--- src/rtl/json_cmd_pkg.sv ---
// Shared types and command codes for the JSON command path (scheduler and sender).
package json_cmd_pkg;

  typedef enum logic [1:0] {IDLE, ISSUE, WAIT_DONE, GAP} sched_state_t;

  localparam logic [3:0] CMD_STOP      = 4'd0;
  localparam logic [3:0] CMD_FWD       = 4'd1;
  localparam logic [3:0] CMD_LEFT      = 4'd2;
  localparam logic [3:0] CMD_RIGHT     = 4'd3;
  localparam logic [3:0] CMD_HEARTBEAT = 4'd4;

  // Width of a counter that must hold the larger of two clock budgets.
  function automatic int cnt_width(input int a, input int b);
    return $clog2(((a > b) ? a : b) + 1);
  endfunction

endpackage

--- src/rtl/cmd_arb_pick.sv ---
// Combinational picker: requester 0 wins outright, the rest are searched
// round-robin from rr_ptr upward, wrapping back to 1.
module cmd_arb_pick #(
  parameter int NUM_REQ = 3,
  parameter int IDX_W   = $clog2(NUM_REQ)
) (
  input  logic [NUM_REQ-1:0] req,
  input  logic [IDX_W-1:0]   rr_ptr,
  output logic               pick_valid,
  output logic [IDX_W-1:0]   pick_idx
);

  int cand;

  always_comb begin
    pick_valid = 1'b0;
    pick_idx   = '0;
    cand       = 0;
    if (req[0]) begin
      pick_valid = 1'b1;
    end else begin
      for (int k = 0; k < NUM_REQ - 1; k++) begin
        // maps rr_ptr+k onto the range 1..NUM_REQ-1
        cand = (int'(rr_ptr) + NUM_REQ - 2 + k) % (NUM_REQ - 1) + 1;
        if (!pick_valid && req[cand]) begin
          pick_valid = 1'b1;
          pick_idx   = IDX_W'(cand);
        end
      end
    end
  end

endmodule

--- src/rtl/json_cmd_scheduler.sv ---
// Shares one JSON command sender among NUM_REQ requesters: fixed priority for
// the stop path (0), round-robin for the rest, with completion timeout and gap.
module json_cmd_scheduler
  import json_cmd_pkg::*;
#(
  parameter int NUM_REQ      = 3,
  parameter int CMD_W        = 4,
  parameter int GAP_CLKS     = 50_000,
  parameter int TIMEOUT_CLKS = 250_000
) (
  input  logic                       clk,
  input  logic                       rst,
  input  logic [NUM_REQ-1:0]         req,
  input  logic [NUM_REQ*CMD_W-1:0]   req_cmd,
  output logic [NUM_REQ-1:0]         gnt,
  output logic [NUM_REQ-1:0]         done,
  output logic                       snd_valid,
  output logic [CMD_W-1:0]           snd_cmd,
  input  logic                       snd_ready,
  input  logic                       snd_done,
  output logic                       busy,
  output logic                       timeout_err,
  output logic [$clog2(NUM_REQ)-1:0] owner
);

  localparam int IDX_W = $clog2(NUM_REQ);
  localparam int CNT_W = cnt_width(GAP_CLKS, TIMEOUT_CLKS);
  localparam logic [CNT_W-1:0] TO_LAST  = CNT_W'(TIMEOUT_CLKS - 1);
  // A zero gap still spends one cycle in GAP, same as a gap of one.
  localparam logic [CNT_W-1:0] GAP_LAST = CNT_W'((GAP_CLKS > 0) ? GAP_CLKS - 1 : 0);

  sched_state_t      state_q, state_d;
  logic [CNT_W-1:0]  cnt_q;
  logic [IDX_W-1:0]  owner_q;
  logic [IDX_W-1:0]  rr_q;
  logic [CMD_W-1:0]  cmd_q;
  logic [NUM_REQ-1:0] done_q;
  logic              pick_valid;
  logic [IDX_W-1:0]  pick_idx;

  function automatic logic [IDX_W-1:0] next_rr(input logic [IDX_W-1:0] idx);
    if (int'(idx) >= NUM_REQ - 1) return IDX_W'(1);
    return idx + IDX_W'(1);
  endfunction

  function automatic logic [NUM_REQ-1:0] onehot(input logic [IDX_W-1:0] idx);
    return NUM_REQ'(1) << idx;
  endfunction

  cmd_arb_pick #(.NUM_REQ(NUM_REQ), .IDX_W(IDX_W)) u_pick (
    .req        (req),
    .rr_ptr     (rr_q),
    .pick_valid (pick_valid),
    .pick_idx   (pick_idx)
  );

  always_ff @(posedge clk) begin
    if (!rst) begin
      state_q <= IDLE;
      cnt_q   <= '0;
      owner_q <= '0;
      rr_q    <= IDX_W'(1);
      cmd_q   <= '0;
      done_q  <= '0;
    end else begin
      state_q <= state_d;
      done_q  <= '0;
      case (state_q)
        IDLE: begin
          cnt_q <= '0;
          if (pick_valid) begin
            owner_q <= pick_idx;
            cmd_q   <= req_cmd[int'(pick_idx)*CMD_W +: CMD_W];
            if (pick_idx != '0) rr_q <= next_rr(pick_idx);
          end
        end
        ISSUE: begin
          if (snd_ready) cnt_q <= '0;
        end
        WAIT_DONE: begin
          if (snd_done) begin
            done_q <= onehot(owner_q);
            cnt_q  <= '0;
          end else if (cnt_q == TO_LAST) begin
            cnt_q <= '0;
          end else begin
            cnt_q <= cnt_q + CNT_W'(1);
          end
        end
        GAP: begin
          if (cnt_q == GAP_LAST) cnt_q <= '0;
          else                   cnt_q <= cnt_q + CNT_W'(1);
        end
        default: cnt_q <= '0;
      endcase
    end
  end

  always_comb begin
    state_d = state_q;
    case (state_q)
      IDLE:      if (pick_valid) state_d = ISSUE;
      ISSUE:     if (snd_ready) state_d = WAIT_DONE;
      WAIT_DONE: if (snd_done || cnt_q == TO_LAST) state_d = GAP;
      GAP:       if (cnt_q == GAP_LAST) state_d = IDLE;
      default:   state_d = IDLE;
    endcase
  end

  assign snd_valid   = (state_q == ISSUE);
  assign snd_cmd     = cmd_q;
  assign gnt         = (state_q == ISSUE && snd_ready) ? onehot(owner_q) : '0;
  assign done        = done_q;
  assign timeout_err = (state_q == WAIT_DONE) && (cnt_q == TO_LAST) && !snd_done;
  assign busy        = (state_q != IDLE);
  assign owner       = owner_q;

endmodule
--- config.mk ---
export PLATFORM = sky130hd
export DESIGN_NAME = json_cmd_scheduler
export DESIGN_NICKNAME = d
export VERILOG_FILES = /design/src/rtl/json_cmd_pkg.sv /design/src/rtl/cmd_arb_pick.sv /design/src/rtl/json_cmd_scheduler.sv
export SDC_FILE = /design/constraint.sdc
export NUM_CORES = 1
export LEC_CHECK = 0
export ABC_AREA = 0
export BUFFER_PORTS_ARGS = -buffer_cell sky130_fd_sc_hd__clkbuf_2
export CORE_ASPECT_RATIO = 0.75
export CORE_MARGIN = 4
export CORE_UTILIZATION = 50
export CTS_CLUSTER_DIAMETER = 150
export CTS_CLUSTER_SIZE = 40
export DETAILED_ROUTE_END_ITERATION = 12
export PLACE_DENSITY_LB_ADDON = 0.05
export SYNTH_ARGS = -nofsm -noshare
export SYNTH_HDL_FRONTEND = slang
export SYNTH_HIERARCHICAL = 1
export SYNTH_SLANG_ARGS = --single-unit
--- constraint.sdc ---
create_clock -name clk -period 2.13 [get_ports clk]
set_input_delay 0.213 -clock clk [delete_from_list [all_inputs] [get_ports clk]]
set_output_delay 0.213 -clock clk [all_outputs]
set_load 0.01 [all_outputs]
### After elaboration in Yosys (flattened, before gate mapping)

Index checks and enable logic that the tools add are counted.

| operators by class | value |
|---|---|
| add/sub/neg operators | 7 |
| $mul | 0 |
| div/mod/pow operators | 0 |
| $lt $le $gt $ge | 3 |
| equal/unequal tests | 9 |
| shift-type cells | 2 |
| muxes and demuxes | 31 |
| bitwise gates (word level) | 2 |
| reduce and logical (&&, ||, !) cells | 14 |

Operator list:

| cell | number |
|---|---|
| $mux 18 | 4 |
| $pmux 18 s4 | 1 |
| $lt 32x4->1 const B | 2 |
| $add 32x2->32 const B | 1 |
| $add 18x1->18 const B | 1 |
| $eq 18x16->1 const B | 1 |
| $eq 18x18->1 const B | 1 |
| $mux 2 | 9 |
| $mux 1 | 13 |
| $shiftx 12x5->4 | 1 |
| $add 2x2->3 const B | 3 |
| $pmux 2 s4 | 1 |
| $ne 2x2->1 const B | 3 |
| $reduce_and 3->1 | 2 |
| $bmux 1 s2 | 2 |
| $eq 2x2->1 const B | 2 |
| $logic_and 1x1->1 | 4 |
| $reduce_and 4->1 | 1 |
| $reduce_bool 2->1 | 2 |
| $sub 3x2->4 const B | 1 |
| $mux 3 | 1 |
| $shl 1x2->3 const A | 1 |
| $add 2x1->2 const B | 1 |
| $and 1x1->1 | 2 |
| 7 further kinds | 8 |

| word-level totals | value |
|---|---|
| bits in registers | 31 |
| bits in latches | 0 |
| memory bits (writable) | 0 |
| memory bits (read-only) | 0 |
| bits of input ports | 19 |
| logic and storage cells | 74 |
| memories kept | 0 |

### Longest topological paths before layout

Gate-level depths: netlist of run 1.

| depth | value |
|---|---|
| word-level depth | 20 |
| depth in mapped cells | 7 |
| depth with buffers taken out | 7 |

### Cells and area by module

The synthesis of run 1 kept the hierarchy.

Modules (own cells, without submodules):

| module | instances | cells an instance | area an instance (um2) | sequential area each (um2) |
|---|---|---|---|---|
| json_cmd_scheduler | 1 | 240 | 1840.5 | 620.6 |
| cmd_arb_pick | 1 | 5 | 31.3 | 0.0 |

### Worst setup path after synthesis of run 1

No wires, ideal clock.

| path | value |
|---|---|
| path kind | reg-to-reg |
| start | register cnt_q[11] |
| end | register cnt_q[17] |
| setup time | 0.131 ns |
| data arrival time | 1.936 ns |
| path slack | 0.063 ns |
| cell stages (with the launch flop) | 7 |
| path through | dfxtp_1 > or4_1 > nor4_4 > a41oi_2 > clkbuf_1 > o2111ai_1 > o211ai_1 |

| between the ends | value |
|---|---|
| cells in the longest elaborated chain, start to end | 4 |
| elaborated cells between the ends (all ways) | 7 |
| those cells by class | add/sub (1); eq/ne (2); mux (4) |

RTL lines:

| item | RTL line | RTL |
|---|---|---|
| start: declaration | json_cmd_scheduler.sv:33 | `logic [CNT_W-1:0] cnt_q;` |
| start signal: assignment | json_cmd_scheduler.sv:87 | `cnt_q <= cnt_q + CNT_W'(1);` |
| start signal: assignment | json_cmd_scheduler.sv:92 | `else cnt_q <= cnt_q + CNT_W'(1);` |
| $add 18x1->18 / $eq 18x18->1 (equally long branches) | json_cmd_scheduler.sv:87, json_cmd_scheduler.sv:92, json_cmd_scheduler.sv:84 |  |
| $mux 18 | json_cmd_scheduler.sv:84 | `end else if (cnt_q == TO_LAST) begin` |
| $mux 18 | json_cmd_scheduler.sv:81 | `if (snd_done) begin` |
| $pmux 18 s4 (*) | json_cmd_scheduler.sv:68 | `case (state_q)` |

Every way passes the cells marked *; elsewhere a longest branch is shown, timed or not.
A chain may end at the register's enable or synchronous reset.

### Worst setup path in the final report of run 1

| path | value |
|---|---|
| start | register cnt_q[11] |
| end | output port timeout_err |

| between the ends | value |
|---|---|
| cells in the longest elaborated chain, start to end | 3 |

RTL lines:

| item | RTL line | RTL |
|---|---|---|
| $eq 18x18->1 | json_cmd_scheduler.sv:114 | `assign timeout_err = (state_q == WAIT_DONE) && (cnt_q == TO_LAST) && !snd_done;` |
| $logic_and 1x1->1 (2 in a row) | json_cmd_scheduler.sv:114 |  |
| end: declaration | json_cmd_scheduler.sv:22 | `output logic timeout_err,` |

Every way passes these cells.

==> flow_summary.json, run 1 <==
{
  "p_sw_w": 0.000583,
  "swShare_pct": 35.3,
  "drv_cap": 0,
  "clkTransAtPathRegs_ns": 0.06,
  "grt_pass1_vias": 1539,
  "numCtsBuffers": 5,
  "finish.instance_area_um2": 2300,
  "end_kind": "output pin",
  "syn_area_per_cell_um2": 7.62,
  "hp-class": "primary input to flip-flop",
  "io_buffers": 33,
  "dieArea_um2": 4730,
  "tns_ns": 0,
  "initial_utilization_pct": 53.8,
  "nets": 306,
  "gp_congestion": 0.898,
  "max-vdd-ir-drop_uv": 673,
  "syn-num-nets": 266,
  "powerDensity_nw_per_um2": 719,
  "critical_path_class": "flip-flop to output pin",
  "overflow": 0,
  "finalHoldViolations": 0,
  "dpl_cell_area_um2": 2130,
  "use_met3_pct": 5.19,
  "htree_levels": 2,
  "crit_arrival_ns": 1.86,
  "multiInputGateArea_um2": 1180,
  "wire_per_inst_um": 14.5,
  "syn_area_um2": 1840,
  "grt_pass1_wl_um": 7580,
  "viasPerCell": 5.83,
  "intPower_w": 0.00107,
  "required_ns": 1.92,
  "skew_ns": 0.00552,
  "cts_num_sinks": 30,
  "grt_max_degree": 24,
  "drt-initial-drc-count": 106,
  "root_buffer": "clkbuf_8",
  "rows": 18,
  "cts_post_setup_buffers_inserted": 0,
  "slew_viol_final": 0,
  "busiest_layer": "met1",
  "clock_latency_ns": 0.29,
  "gr-usage-all-layers_pct": 20.7,
  "final-seq-area_um2": 602,
  "gr-usage-met1_pct": 30.7,
  "max_freq_ghz": 0.483,
  "core-area_um2": 3420,
  "min_period_ns": 2.07,
  "tritoncts": "yes",
  "die_x_um": 78.1,
  "outcome": "complete, no violations",
  "firstDrtPassIters": 4,
  "drive_gt1_share_pct": 22.0,
  "drcViolationCount": 0,
  "hpwl_um": 3360,
  "min_period_over_period_pct": 97.2,
  "syn_inst": 242,
  "setup_violations": 0,
  "start_kind": "flip-flop",
  "seq_power_share_pct": 40.2,
  "grt.met2_usage_pct": 28.5,
  "wirelength_um": 4820,
  "slew_headroom_pct": 56.0,
  "cp_max_fo": 2,
  "vias": 1934,
  "final_util_pct": 67.1,
  "cts_buffer_depth": 2,
  "antenna_found_initial": 0,
  "p_leak_nw": 0.932,
  "n_fill_cell": 311,
  "power_frac_comb_pct": 33.1,
  "antennaDiodeCount": 0,
  "io_pins": 34,
  "ant_nets": 0,
  "grt_setup_unrepaired": "yes",
  "worst_pin_slew_ns": 0.651,
  "die_h_um": 60.6,
  "yosysWarningCount": 6,
  "areaGrowthSynthToFinish_pct": 24.6,
  "p_clk_share_pct": 26.7
}
[worst max-delay path, cell delays in order, from the launching register on]
cell and delay [ns]:
dfxtp_1 0.31, or4_4 0.54, nor4_4 0.19, buf_4 0.18
nand3_1 0.07, nor2_1 0.13, buf_2 0.14
[layout by cell type (no fill, tap or decap), types with 4 or more instances in the layout]
cell	count
nand2_1	39
clkbuf_2	32
dfxtp_1	29
nor2_1	24
o2111ai_1	15
nand3_1	14
o211ai_1	14
inv_1	12
nor3_1	12
buf_4	10
mux2i_1	6
and3_1	5
a211oi_1	5
a21oi_1	5
clkbuf_8	5
and4_1	4
and2_1	4
nand4_1	4
ha_1	4
[through the flow]
step                      setup WS (ns)  hold slack [ns]  total power (W)  cells
after floorplan                  0.0627            0.384          0.00100    242
after global placement           0.0930            0.469          0.00118    323
after detailed placement         0.0547            0.475          0.00118    323
after CTS                        0.0351            0.211          0.00162    330
after global routing            -0.0471            0.246          0.00177    332
final                            0.0590            0.215          0.00165    332
[registers in the layout (all words and copies together) (netlist names)]
name     cells
cnt_q       18
done         3
owner        2
rr_q         1
snd_cmd      4
state_q      2
[power groups by stage]
stage	Combinational, W	Sequential (W)	Clock [W]
floorplan	0.000317	0.000684	0
global placement	0.000505	0.000672	0
detailed placement	0.000506	0.000675	0
CTS	0.000511	0.000662	0.000449
global route	0.000614	0.000673	0.000483
finish	0.000546	0.000664	0.000440
[area by class of cell]
class | count | share of cell area [%]
Clock buffer | 7 | 3.32
Timing Repair Buffer | 48 | 14.5
Multi-Input combinational cell | 185 | 51.3
Tap cell | 50 | 2.72
Sequential cell | 30 | 26.2
Inverter | 12 | 1.96
[per-layer routing]
metal	wire, um	vias up
met1	2350	876
met3	419	8
met4	67	0
met5	0	-
met2	1990	73
li1	-	977
[path summary, 6_finish.rpt]
| check | from | to | slack, ns | depth (start not counted) |
|---|---|---|---|---|
| max reg2reg | cnt_q[11] | cnt_q[8] | 0.10 | 7 |
| max | cnt_q[11] | timeout_err | 0.06 | 6 |
| min reg2reg | rr_q[0] | rr_q[0] | 0.48 | 1 |
| min | req_cmd[10] | snd_cmd[2] | 0.22 | 3 |
[repair_timing]
| action | CTS | global route |
|---|---|---|
| pin swaps | 1 | 1 |
| resized for setup | 1 | 8 |
| hold buffers | 0 | 0 |
| setup endpoints to repair | 1 | 17 |
| cloned | 0 | 2 |
| endpoints found under the hold margin | 0 | 0 |
Power figures use the tool's default switching activity.
==> run 2: changes to the inputs <==
==> constraint.sdc (replaced) <==
create_clock -name clk -period 2.13 [get_ports clk]
set_input_delay 0 -clock clk [delete_from_list [all_inputs] [get_ports clk]]
set_output_delay 0 -clock clk [all_outputs]
set_load 0.01 [all_outputs]
==> flow_summary.json, run 2 (same netlist as run 1, synthesis figures left out) <==
{
  "slew_viol_final": 0,
  "min_period_over_period_pct": 95.4,
  "drcViolationCount": 0,
  "end_kind": "flip-flop",
  "hp-class": "primary input to flip-flop",
  "initial_utilization_pct": 53.8,
  "grt_max_degree": 20,
  "cts_buffer_depth": 2,
  "gr-usage-all-layers_pct": 21.2,
  "dieArea_um2": 4730,
  "tritoncts": "yes",
  "largest_register": "cnt_q",
  "min_period_ns": 2.03,
  "areaGrowthSynthToFinish_pct": 22.6,
  "nets": 309,
  "io_buffers": 33,
  "largest_reg_flops": 18,
  "core-area_um2": 3420,
  "htree_levels": 2,
  "crit_arrival_ns": 2.20,
  "r2r-start": "cnt_q[11]",
  "tns_ns": 0,
  "wirelength_um": 4900,
  "cts_num_sinks": 30,
  "firstDrtPassIters": 5,
  "skew_ns": 0.0103,
  "grt_pass1_vias": 1652,
  "vias": 1917,
  "powerDensity_nw_per_um2": 730,
  "viasPerCell": 5.74,
  "drive_gt1_share_pct": 21.8,
  "gp_congestion": 0.810,
  "cpLargestDelayFamily": "simple AND/OR/NAND/NOR gates",
  "mostFrequentLayoutCell": "nand2_1",
  "hpwl_um": 3540,
  "crit_chain": "or4_1 -> nor4_4 -> buf_4 -> a31oi_4 -> buf_6 -> o2111ai_1 -> o211ai_1",
  "numCtsBuffers": 5,
  "hp-start": "req_cmd[9]",
  "setup_violations": 0,
  "rows": 18,
  "path_depth": 7,
  "die_x_um": 78.1,
  "grt_pass1_wl_um": 7930,
  "start_kind": "flip-flop",
  "crit_start": "cnt_q[11]",
  "pre_cts_ws_ns": 0.0258,
  "p_leak_nw": 0.943,
  "drv_cap": 0,
  "max-vdd-ir-drop_uv": 632,
  "clock_latency_ns": 0.28,
  "clkTransAtPathRegs_ns": 0.07,
  "whs_path_depth": 3,
  "worst_pin_slew_ns": 0.683,
  "setup_slack_ns": 0.0984,
  "antenna_found_initial": 0,
  "finalHoldViolations": 0,
  "root_buffer": "clkbuf_8",
  "cp_max_fo": 10,
  "ctsHoldBuffers": 0,
  "grt_setup_unrepaired": "no",
  "io_pins": 34,
  "required_ns": 2.29,
  "max_freq_ghz": 0.492,
  "critical_path_class": "flip-flop to flip-flop",
  "path_buf_inv": 2,
  "cp_slowest_cell": "or4_1",
  "slew_headroom_pct": 53.8,
  "r2r_cells": 7,
  "wire_per_inst_um": 14.7,
  "ant_nets": 0,
  "most-common-layout-cells": "nand2_1, clkbuf_2, dfxtp_1, nor2_1",
  "drt-initial-drc-count": 145,
  "die_h_um": 60.6,
  "outcome": "complete, no violations",
  "overflow": 0,
  "slowest_delay_ns": 0.57,
  "antennaDiodeCount": 0
}
==> run 2: cell types whose count changed in the layout (fill, tap and decap cells not counted), sizes merged <==
cell | previous run | this run
clkbuf | 41 | 39
buf | 14 | 18
==> run 2: what timing repair did <==
item,4_1_cts,5_1_grt
gates resized for setup,0,7
endpoints found under the setup margin,0,14
buffers inserted,0,0
==> run 2: cell type report <==
cell class                 count  area (um^2)
fill                         311         1160
clock buffer                   6         82.6
multi-input combinational    185         1160
tap                           50         62.6
sequential                    30          601
timing repair buffer          51          313
inverter                      12         45.0
==> run 2: worst min-delay path, cell delays in order <==
cell,delay [ns]
clkbuf_2,0.07
a211oi_1,0.05
nor3_1,0.11
==> run 2: where the power goes <==
part / internal [W] / total (W) / switching, W
Combinational: 0.000208 / 0.000535 / 0.000327
Sequential: 0.000619 / 0.000660 / 0.0000411
Clock: 0.000249 / 0.000454 / 0.000205
Total: 0.00108 / 0.00165 / 0.000574
==> run 2: path summary, 6_finish.rpt <==
| path | end | slack (ns) |
|---|---|---|
| worst max-delay path | cnt_q[17] | 0.1 |
| worst min-delay path | snd_cmd[1] | 0.007 |
| worst max register to register | cnt_q[17] | 0.1 |
| worst min register to register | rr_q[0] | 0.48 |
==> run 2: through the flow <==
step	area [um^2]	hold slack, ns	instances	util (%)	total power, W
5_1_grt	2260	0.0267	334	66.0	0.00176
3_3_place_gp	2140	0.285	326	62.5	0.00118
6_report	2260	0.00667	334	66.0	0.00165
2_1_floorplan	1840	0.148	242	-	0.00100
3_5_place_dp	2140	0.295	326	62.5	0.00119
4_1_cts	2220	0.00566	332	64.9	0.00164
==> run 2: routing by layer <==
layer  global-route usage (%)  share of wire (%)
met4                     5.99               0.86
met2                     31.1                 44
met1                     31.3                 49
met3                     4.60                6.0
met5                        0                  0
==> run 3: changes to the inputs <==
--- a/config.mk
+++ b/config.mk
@@ -9,7 +9,7 @@
 export BUFFER_PORTS_ARGS = -buffer_cell sky130_fd_sc_hd__clkbuf_2
 export CORE_ASPECT_RATIO = 0.75
 export CORE_MARGIN = 4
-export CORE_UTILIZATION = 50
+export CORE_UTILIZATION = 55
 export CTS_CLUSTER_DIAMETER = 150
 export CTS_CLUSTER_SIZE = 40
 export DETAILED_ROUTE_END_ITERATION = 12
==> constraint.sdc (replaced) <==
create_clock -name clk -period 2.1 [get_ports clk]
set_input_delay 0 -clock clk [delete_from_list [all_inputs] [get_ports clk]]
set_output_delay 0 -clock clk [all_outputs]
set_load 0.01 [all_outputs]
==> flow_summary.json, run 3 (same netlist as run 1, synthesis figures left out) <==
{
  "outcome": "complete, no violations",
  "die_h_um": 58.1,
  "dpl.cell_count": 312,
  "setup_violations": 0,
  "vias": 1869,
  "ctsHoldBuffers": 0,
  "grt_pass1_wl_um": 7540,
  "required_ns": 2.30,
  "rows": 17,
  "gp_congestion": 0.825,
  "wirelength_um": 4540,
  "top_layer_used": "met4",
  "worst_pin_slew_ns": 0.685,
  "n_fill_cell": 227,
  "cts_buffer_depth": 2,
  "max_freq_ghz": 0.491,
  "most-common-layout-cells": "nand2_1, clkbuf_2, dfxtp_1, nor2_1, o2111ai_1",
  "areaGrowthSynthToFinish_pct": 22.3,
  "end_kind": "flip-flop",
  "largest_register": "cnt_q",
  "finish.instance_area_um2": 2250,
  "core-area_um2": 3080,
  "viasPerCell": 5.82,
  "tritoncts": "yes",
  "clock_latency_ns": 0.28,
  "dieArea_um2": 4350,
  "min_period_ns": 2.04,
  "final_cells": 321,
  "antenna_found_initial": 0,
  "drive_gt1_share_pct": 22.6,
  "mostFrequentLayoutCell": "nand2_1",
  "start_kind": "flip-flop",
  "p_leak_nw": 0.929,
  "clkTransAtPathRegs_ns": 0.06,
  "crit_arrival_ns": 2.24,
  "ant_nets": 0,
  "cts_num_sinks": 30,
  "grt_setup_unrepaired": "yes",
  "drv_cap": 0,
  "slew_viol_final": 0,
  "antennaDiodeCount": 0,
  "gr-usage-all-layers_pct": 21.8,
  "htree_levels": 2,
  "drt-initial-drc-count": 127,
  "wl_met3_um": 247,
  "cp_max_fo": 5,
  "min_period_over_period_pct": 97.1,
  "drcViolationCount": 0,
  "hp-class": "primary input to flip-flop",
  "io_pins": 34,
  "dpl_cell_area_um2": 2110,
  "slew_headroom_pct": 54.1,
  "skew_ns": 0.00435,
  "largest_reg_flops": 18,
  "dr_wl_met2_um": 1930,
  "cts_post_setup_buffers_inserted": 0,
  "grt_max_degree": 23,
  "max-vdd-ir-drop_uv": 848,
  "setup_slack_ns": 0.0614,
  "die_x_um": 74.8,
  "final_util_pct": 73.1,
  "finalHoldViolations": 0,
  "powerDensity_nw_per_um2": 740,
  "numCtsBuffers": 5,
  "initial_utilization_pct": 59.8,
  "wl_met1_um": 2350,
  "firstDrtPassIters": 4,
  "holdWs_ns": 0.00850,
  "critical_path_class": "flip-flop to flip-flop",
  "wire_per_inst_um": 14.1,
  "hpwl_um": 3380,
  "grt_pass1_vias": 1659,
  "root_buffer": "clkbuf_8",
  "io_buffers": 33,
  "pre_cts_ws_ns": 0.00727,
  "overflow": 0,
  "nets": 306
}
run 3: changes by cell type in the layout (fill, tap and decap cells not counted):
cell      previous run  this run
nand3_2              0         1
or4_4                0         1
or4_1                1         0
ha_4                 0         1
clkinv_2             0         1
buf_4               13        10
nand3_1             15        14
ha_1                 5         4
dfxtp_1             30        29
clkbuf_1             0         1
dfxtp_2              0         1
run 3: cell type report:
class	instances	area (um^2)	share of cell area [%]
clock buffers	7	86.3	3.83
well taps	38	47.5	2.11
multi-input cells	185	1180	52.2
flip-flops and latches	30	602	26.7
clock inverters	1	5.00	0.222
repair buffers	48	290	12.9
inverters	12	45.0	2.00
run 3: stage by stage:
stage,total power (W),setup TNS [ns]
floorplan,0.00102,0
global placement,0.00118,0
detailed placement,0.00119,0
CTS,0.00166,0
global route,0.00178,-0.0992
finish,0.00167,0
run 3: critical path: stages, from the launching register on:
cell and delay (ns):
dfxtp_1 0.31, or4_4 0.54, nor4_4 0.19, buf_4 0.18, a31oi_4 0.13, a2111oi_4 0.38, mux2i_1 0.24
run 3: final timing paths:
path | start | to | slack [ns] | depth (start not counted)
worst min-delay path | snd_done | done[2] | 0.008 | 3
worst max-delay path | cnt_q[11] | state_q[1] | 0.06 | 6
worst max register to register | cnt_q[11] | state_q[1] | 0.06 | 6
worst min register to register | snd_cmd[1] | snd_cmd[1] | 0.50 | 2
run 3: metal layers:
layer / vias to the layer above / GRT usage [%]
met5: - / 0
met4: 0 / 4.82
met3: 2 / 5.55
met2: 44 / 31.3
met1: 849 / 32.6
li1: 974 / -
run 3: where the power goes:
part	switching, W	total [W]	internal, W
combinational	0.000321	0.000525	0.000204
clock	0.000204	0.000468	0.000264
sequential	0.0000469	0.000675	0.000628
total	0.000572	0.00167	0.00110
run 3: repair_timing:
action / CTS / global route
resized for setup: 2 / 8
pin swaps: 0 / 3
gates cloned: 0 / 1
hold endpoints to repair: 0 / 0
endpoints found under the setup margin: 2 / 20
